**src/rtl/rc4_phase_sequencer_if.sv**
```systemverilog
// Handshake and working-memory bus between the RC4 phase sequencer and its
// load / shuffle / decrypt engines.
interface rc4_phase_sequencer_if #(
    parameter int KEY_W  = 24,
    parameter int ADDR_W = 8,
    parameter int DATA_W = 8
);
    logic              start;
    logic              l_start, l_done;
    logic              s_start, s_done;
    logic              dm_start, dm_done, dm_valid;
    logic [KEY_W-1:0]  key;
    logic [ADDR_W-1:0] l_address, s_address, dm_address;
    logic [DATA_W-1:0] l_data, s_data, dm_data;
    logic              l_wren, s_wren, dm_wren;
    logic [ADDR_W-1:0] mem_address;
    logic [DATA_W-1:0] mem_data;
    logic              mem_wren;
    logic              busy, found, exhausted;

    modport master (
        input  start, l_done, s_done, dm_done, dm_valid,
        input  l_address, l_data, l_wren, s_address, s_data, s_wren,
        input  dm_address, dm_data, dm_wren,
        output l_start, s_start, dm_start, key,
        output mem_address, mem_data, mem_wren, busy, found, exhausted
    );

    modport slave (
        output start, l_done, s_done, dm_done, dm_valid,
        output l_address, l_data, l_wren, s_address, s_data, s_wren,
        output dm_address, dm_data, dm_wren,
        input  l_start, s_start, dm_start, key,
        input  mem_address, mem_data, mem_wren, busy, found, exhausted
    );
endinterface

```
**src/rtl/rc4_phase_sequencer.sv**
```systemverilog
// RC4 key-search controller: walks candidate keys through load, shuffle and
// decrypt phases and grants the single working-memory port to the active engine.
module rc4_phase_sequencer #(
    parameter int               KEY_W   = 24,
    parameter logic [KEY_W-1:0] KEY_MAX = KEY_W'(24'h3FFFFF),
    parameter int               ADDR_W  = 8,
    parameter int               DATA_W  = 8
) (
    input logic clk,
    input logic reset_n,
    rc4_phase_sequencer_if.master bus
);
    typedef enum logic [2:0] {
        S_IDLE, S_LOAD, S_SHUFFLE, S_DECRYPT, S_NEXT_KEY, S_FOUND, S_FAIL
    } state_e;

    state_e           state_q, state_d;
    logic [KEY_W-1:0] key_q, key_d;
    logic             l_start_q, s_start_q, dm_start_q;

    always_ff @(posedge clk) begin
        if (!reset_n) begin
            state_q    <= S_IDLE;
            key_q      <= '0;
            l_start_q  <= 1'b0;
            s_start_q  <= 1'b0;
            dm_start_q <= 1'b0;
        end else begin
            state_q    <= state_d;
            key_q      <= key_d;
            // Start pulses mark the first cycle spent in each engine phase.
            l_start_q  <= (state_d == S_LOAD)    && (state_q != S_LOAD);
            s_start_q  <= (state_d == S_SHUFFLE) && (state_q != S_SHUFFLE);
            dm_start_q <= (state_d == S_DECRYPT) && (state_q != S_DECRYPT);
        end
    end

    always_comb begin
        state_d = state_q;
        key_d   = key_q;
        case (state_q)
            S_IDLE, S_FOUND, S_FAIL: begin
                if (bus.start) begin
                    state_d = S_LOAD;
                    key_d   = '0;
                end
            end
            S_LOAD:    if (bus.l_done) state_d = S_SHUFFLE;
            S_SHUFFLE: if (bus.s_done) state_d = S_DECRYPT;
            S_DECRYPT: begin
                if (bus.dm_done) begin
                    if (bus.dm_valid)        state_d = S_FOUND;
                    else if (key_q == KEY_MAX) state_d = S_FAIL;
                    else                     state_d = S_NEXT_KEY;
                end
            end
            S_NEXT_KEY: begin
                key_d   = key_q + 1'b1;
                state_d = S_LOAD;
            end
            default: state_d = S_IDLE;
        endcase
    end

    // Grant follows the registered state so engine requests pass with no added latency.
    always_comb begin
        bus.busy        = 1'b0;
        bus.found       = 1'b0;
        bus.exhausted   = 1'b0;
        bus.mem_address = '0;
        bus.mem_data    = '0;
        bus.mem_wren    = 1'b0;
        case (state_q)
            S_LOAD: begin
                bus.busy        = 1'b1;
                bus.mem_address = bus.l_address;
                bus.mem_data    = bus.l_data;
                bus.mem_wren    = bus.l_wren;
            end
            S_SHUFFLE: begin
                bus.busy        = 1'b1;
                bus.mem_address = bus.s_address;
                bus.mem_data    = bus.s_data;
                bus.mem_wren    = bus.s_wren;
            end
            S_DECRYPT: begin
                bus.busy        = 1'b1;
                bus.mem_address = bus.dm_address;
                bus.mem_data    = bus.dm_data;
                bus.mem_wren    = bus.dm_wren;
            end
            S_NEXT_KEY: bus.busy      = 1'b1;
            S_FOUND:    bus.found     = 1'b1;
            S_FAIL:     bus.exhausted = 1'b1;
            default: ;
        endcase
    end

    assign bus.key      = key_q;
    assign bus.l_start  = l_start_q;
    assign bus.s_start  = s_start_q;
    assign bus.dm_start = dm_start_q;
endmodule

```
**src/flat_wrapper.sv**
```systemverilog
// flat-port wrapper written by rule: the top's interface ports become plain ports
module rc4_phase_sequencer_flat 
#(
    parameter int               KEY_W   = 24,
    parameter logic [KEY_W-1:0] KEY_MAX = KEY_W'(24'h3FFFFF),
    parameter int               ADDR_W  = 8,
    parameter int               DATA_W  = 8
)
  (clk, reset_n, bus_start, bus_l_done, bus_s_done, bus_dm_done, bus_dm_valid, bus_l_address, bus_l_data, bus_l_wren, bus_s_address, bus_s_data, bus_s_wren, bus_dm_address, bus_dm_data, bus_dm_wren, bus_l_start, bus_s_start, bus_dm_start, bus_key, bus_mem_address, bus_mem_data, bus_mem_wren, bus_busy, bus_found, bus_exhausted);
  rc4_phase_sequencer_if #(.KEY_W(KEY_W), .ADDR_W(ADDR_W), .DATA_W(DATA_W)) bus_i ();
  input logic clk;
  input logic reset_n;
  input wire logic [$bits(bus_i.start)-1:0] bus_start;
  input wire logic [$bits(bus_i.l_done)-1:0] bus_l_done;
  input wire logic [$bits(bus_i.s_done)-1:0] bus_s_done;
  input wire logic [$bits(bus_i.dm_done)-1:0] bus_dm_done;
  input wire logic [$bits(bus_i.dm_valid)-1:0] bus_dm_valid;
  input wire logic [$bits(bus_i.l_address)-1:0] bus_l_address;
  input wire logic [$bits(bus_i.l_data)-1:0] bus_l_data;
  input wire logic [$bits(bus_i.l_wren)-1:0] bus_l_wren;
  input wire logic [$bits(bus_i.s_address)-1:0] bus_s_address;
  input wire logic [$bits(bus_i.s_data)-1:0] bus_s_data;
  input wire logic [$bits(bus_i.s_wren)-1:0] bus_s_wren;
  input wire logic [$bits(bus_i.dm_address)-1:0] bus_dm_address;
  input wire logic [$bits(bus_i.dm_data)-1:0] bus_dm_data;
  input wire logic [$bits(bus_i.dm_wren)-1:0] bus_dm_wren;
  output wire logic [$bits(bus_i.l_start)-1:0] bus_l_start;
  output wire logic [$bits(bus_i.s_start)-1:0] bus_s_start;
  output wire logic [$bits(bus_i.dm_start)-1:0] bus_dm_start;
  output wire logic [$bits(bus_i.key)-1:0] bus_key;
  output wire logic [$bits(bus_i.mem_address)-1:0] bus_mem_address;
  output wire logic [$bits(bus_i.mem_data)-1:0] bus_mem_data;
  output wire logic [$bits(bus_i.mem_wren)-1:0] bus_mem_wren;
  output wire logic [$bits(bus_i.busy)-1:0] bus_busy;
  output wire logic [$bits(bus_i.found)-1:0] bus_found;
  output wire logic [$bits(bus_i.exhausted)-1:0] bus_exhausted;
  assign bus_i.start = bus_start;
  assign bus_i.l_done = bus_l_done;
  assign bus_i.s_done = bus_s_done;
  assign bus_i.dm_done = bus_dm_done;
  assign bus_i.dm_valid = bus_dm_valid;
  assign bus_i.l_address = bus_l_address;
  assign bus_i.l_data = bus_l_data;
  assign bus_i.l_wren = bus_l_wren;
  assign bus_i.s_address = bus_s_address;
  assign bus_i.s_data = bus_s_data;
  assign bus_i.s_wren = bus_s_wren;
  assign bus_i.dm_address = bus_dm_address;
  assign bus_i.dm_data = bus_dm_data;
  assign bus_i.dm_wren = bus_dm_wren;
  assign bus_l_start = bus_i.l_start;
  assign bus_s_start = bus_i.s_start;
  assign bus_dm_start = bus_i.dm_start;
  assign bus_key = bus_i.key;
  assign bus_mem_address = bus_i.mem_address;
  assign bus_mem_data = bus_i.mem_data;
  assign bus_mem_wren = bus_i.mem_wren;
  assign bus_busy = bus_i.busy;
  assign bus_found = bus_i.found;
  assign bus_exhausted = bus_i.exhausted;
  rc4_phase_sequencer #(.KEY_W(KEY_W), .KEY_MAX(KEY_MAX), .ADDR_W(ADDR_W), .DATA_W(DATA_W)) u_core (.clk(clk), .reset_n(reset_n), .bus(bus_i));
endmodule
```
**config.mk**
```make
export PLATFORM = sky130hd
export DESIGN_NAME = rc4_phase_sequencer_flat
export DESIGN_NICKNAME = d
export VERILOG_FILES = /design/src/rtl/rc4_phase_sequencer_if.sv /design/src/rtl/rc4_phase_sequencer.sv /design/src/flat_wrapper.sv
export SDC_FILE = /design/constraint.sdc
export NUM_CORES = 1
export LEC_CHECK = 0
export CAP_MARGIN = 20
export CORE_MARGIN = 4
export CORE_UTILIZATION = 40
export DETAILED_ROUTE_END_ITERATION = 10
export GPL_ROUTABILITY_DRIVEN = 1
export GPL_TIMING_DRIVEN = 0
export PLACE_DENSITY = 0.81
export SKIP_LAST_GASP = 1
export SLEW_MARGIN = 25
export SYNTH_ARGS = -nofsm -noshare
export SYNTH_HDL_FRONTEND = slang
export SYNTH_SLANG_ARGS = --single-unit
```
**constraint.sdc**
```tcl
create_clock -name clk -period 3.3 [get_ports clk]
set_clock_uncertainty 0.15 [all_clocks]
set_input_delay 0.825 -clock clk [delete_from_list [all_inputs] [get_ports clk]]
set_output_delay 0.825 -clock clk [all_outputs]
set_load 0.01 [all_outputs]
```
==> run summary <==
Max clock buf depth = 2
Cell count after placement = 429
Critical path fanouts, max = 10
Gate count after technology mapping = 258
Post-Syn Area = 0.00202 mm²
Slowest library cell on the worst path = clkdlybuf4s50_1
Portion of the post-synthesis area used by sequential elements = 0.297
Most numerous cell in the Yosys netlist = nor2_1
Cell taking the most area after synthesis = dfxtp_1
Core Box Area = 0.00482 mm²
Mean post-synth cell area = 7.84 µm²
Final std cell area, no fill = 0.00325 mm²
Horizontal extent of the die = 79.1 µm
Via count = 2355
Async set-reset flop share out of synthesis = 0
Final Slew Violations = 0
Number of iterations in the first detailed-routing pass = 5
HPWL after detailed placement = 4870 µm
Mean routed wirelength per cell = 14.4 µm
DIE AREA = 0.00626 mm²
H-tree depth = 2
Worst Max-Slew Pin Slew = 0.930 ns
Number of max-cap violations = 0
Peak supply drop = 0.141 mV
Max incr delay on CP = 0.48 ns
Leakage = 1.14 nW
Worst min-delay path class = reg2reg
Number of nets with antenna violations after detailed routing = 0
Post-synthesis cell type count = 54
Number of top-level design ports = 105
Placed Area = 0.00315 mm²
Outcome = finished, final reports clean
Share of the core filled with cells in the final layout = 0.675
Total clock buffers created by CTS = 5
Share of cells above drive strength 1 = 0.0761
Worst-path cell chain = clkbuf_2, buf_4, mux2_2, a22oi_1, nor2_1, clkdlybuf4s50_1
Final hold violations = 0
Area share of the largest cell type after synthesis = 0.297
EDFF count, synth = 0
Kind of start point of the critical path = flip-flop
Number of warnings printed during yosys synthesis = 0
Effective utilization at floorplan = 0.420
Net count, final = 426
Final cell count without fillers = 435
Setup-failing EPs final = 0
DRT iter0 DRCs = 86
Relative area change from synthesis to final layout = 60.8%
Row cnt = 25
Top cells by area in the synthesized netlist = dfxtp_1 (30%), nor2_1 (7.8%), mux2i_1 (7.4%)
Initial antenna violation count = 0
Number of post-CTS setup repair buffers = 0
Overflow left after global routing = 0
Reg clk slew, reported paths = 0.07 ns
Maximum number of pins on one net before global-route repair = 11
Fmax = 316 MHz
Number of synthesized register bits = 30
Post-synth top cells = nor2_1 (42), dfxtp_1 (30), a21oi_1 (19)
Tightest slew margin relative to the limit = 0.375
Per-cell via count in the routed design = 5.41
Number of global-route vias before repair = 2271
Crit. End Element = output port
Total detailed-routing wirelength = 6280 µm
Unrepaired setup endpoints after global routing = no
Clock latency of the later-clocked register in the worst-skew pair = 0.28 ns
Clock tree from TritonCTS = done
Root Buffer Master = clkbuf_8
Class of the most critical setup path = reg2out
Overall Global Routing Usage = 0.202
Data arrival time of the critical path = 2.19 ns
Pwr Density = 292 mW/mm²
Number of buffers added on ports = 104
Total inserted antenna cells = 0
Global placement routability congestion = 0.896
Clk sinks = 30
Primary FF master, synth = dfxtp_1
Net count after synthesis = 317
Final worst path period share = 0.960
First-pass GRT wire length = 10300 µm
Die boundary height = 79.1 µm
DRC Markers = 0
Worst hold slack after final layout = 0.336 ns
Required time worst endpoint = 2.32 ns
Final critical delay including setup and external delays = 3.17 ns
-- critical path, delay by kind of cell, from the launching register on --
kind,cells,cell delay (ns)
flops,1,0.40
simple gates,1,0.06
compound gates,1,0.16
mux,1,0.35
buf+inv,3,0.94
-- report_power, final --
group / switching [mW] / internal [mW]
Clock: 0.134 / 0.168
Sequential: 0.00645 / 0.368
Combinational: 0.115 / 0.158
-- placed cells by master (no fill, tap or decap), types with 3 or more instances in the layout --
master,netlist,layout
o211ai_1,4,4
mux2i_1,15,15
clkdlybuf4s50_1,0,104
nand2_1,15,15
dfxtp_1,30,29
a31oi_1,3,3
nor2_1,42,42
nor3_1,5,5
xnor2_1,5,5
and4_1,3,3
inv_1,4,4
o31ai_2,3,3
mux2_2,7,7
nand3_1,7,7
nand2b_1,7,7
nand4_1,11,11
clkbuf_1,15,8
clkbuf_2,0,5
clkbuf_8,0,6
a21oi_1,19,19
and3_1,5,5
a22oi_1,7,7
or4_1,4,4
-- routing by layer --
layer | share of wire | vias to the layer above | track usage
met3 | 0.12 | 4 | 0.0941
met2 | 0.49 | 108 | 0.356
met1 | 0.38 | 1064 | 0.217
met5 | 0 | - | 0
met4 | 0.0057 | 0 | 0.0533
li1 | - | 1179 | -
-- path summary, 6_finish.rpt --
check / endpoint / cells past startpoint / slack [ns] / start
hold reg to reg: u_core.bus.key[21] / 2 / 0.34 / u_core.bus.key[21]
setup / recovery: bus_mem_address[3] / 6 / 0.13 / u_core.state_q[1]
setup reg to reg: u_core.bus.key[22] / 6 / 0.91 / u_core.state_q[2]
hold / removal: u_core.bus.key[21] / 2 / 0.34 / u_core.bus.key[21]
-- repair_timing --
item,4_1_cts,5_1_grt
hold buffers,0,0
gates resized for setup,5,9
setup endpoints to repair,18,18
-- through the flow --
| stage | TNS [ns] | power (mW) | setup WS, ns |
|---|---|---|---|
| finish | 0 | 0.949 | 0.132 |
| global route | 0 | 0.998 | 0.0147 |
| CTS | 0 | 0.952 | 0.00112 |
| detailed placement | -2.53 | 0.653 | -0.236 |
| global placement | -2.41 | 0.650 | -0.212 |
| floorplan | 0 | 0.502 | 0.595 |
-- registers in the layout (all words and copies together), names as in the netlist --
name,cells
u_core.state_q,3
u_core.bus.dm_start,1
u_core.bus.key,24
u_core.bus.l_start,1
u_core.bus.s_start,1
-- kinds of logic after synthesis --
kind of cell	Yosys count	synth area share
buf+inv	22	0.0421
fa+ha+maj	1	0.00619
xor+xnor	6	0.0260
flops	30	0.297
mux	22	0.113
compound gates	57	0.198
simple gates	120	0.317
-- layout make-up --
type	instances	area, µm²
Multi-Input combinational cell	206	1340
Clock buffer	7	86.3
Sequential cell	30	602
Clock inverter	1	5.00
Fill cell	422	1570
Timing Repair Buffer	104	1040
Buffer	16	76.3
Inverter	4	15.0
Tap cell	67	83.8
(Power assumes the default switching activity.)
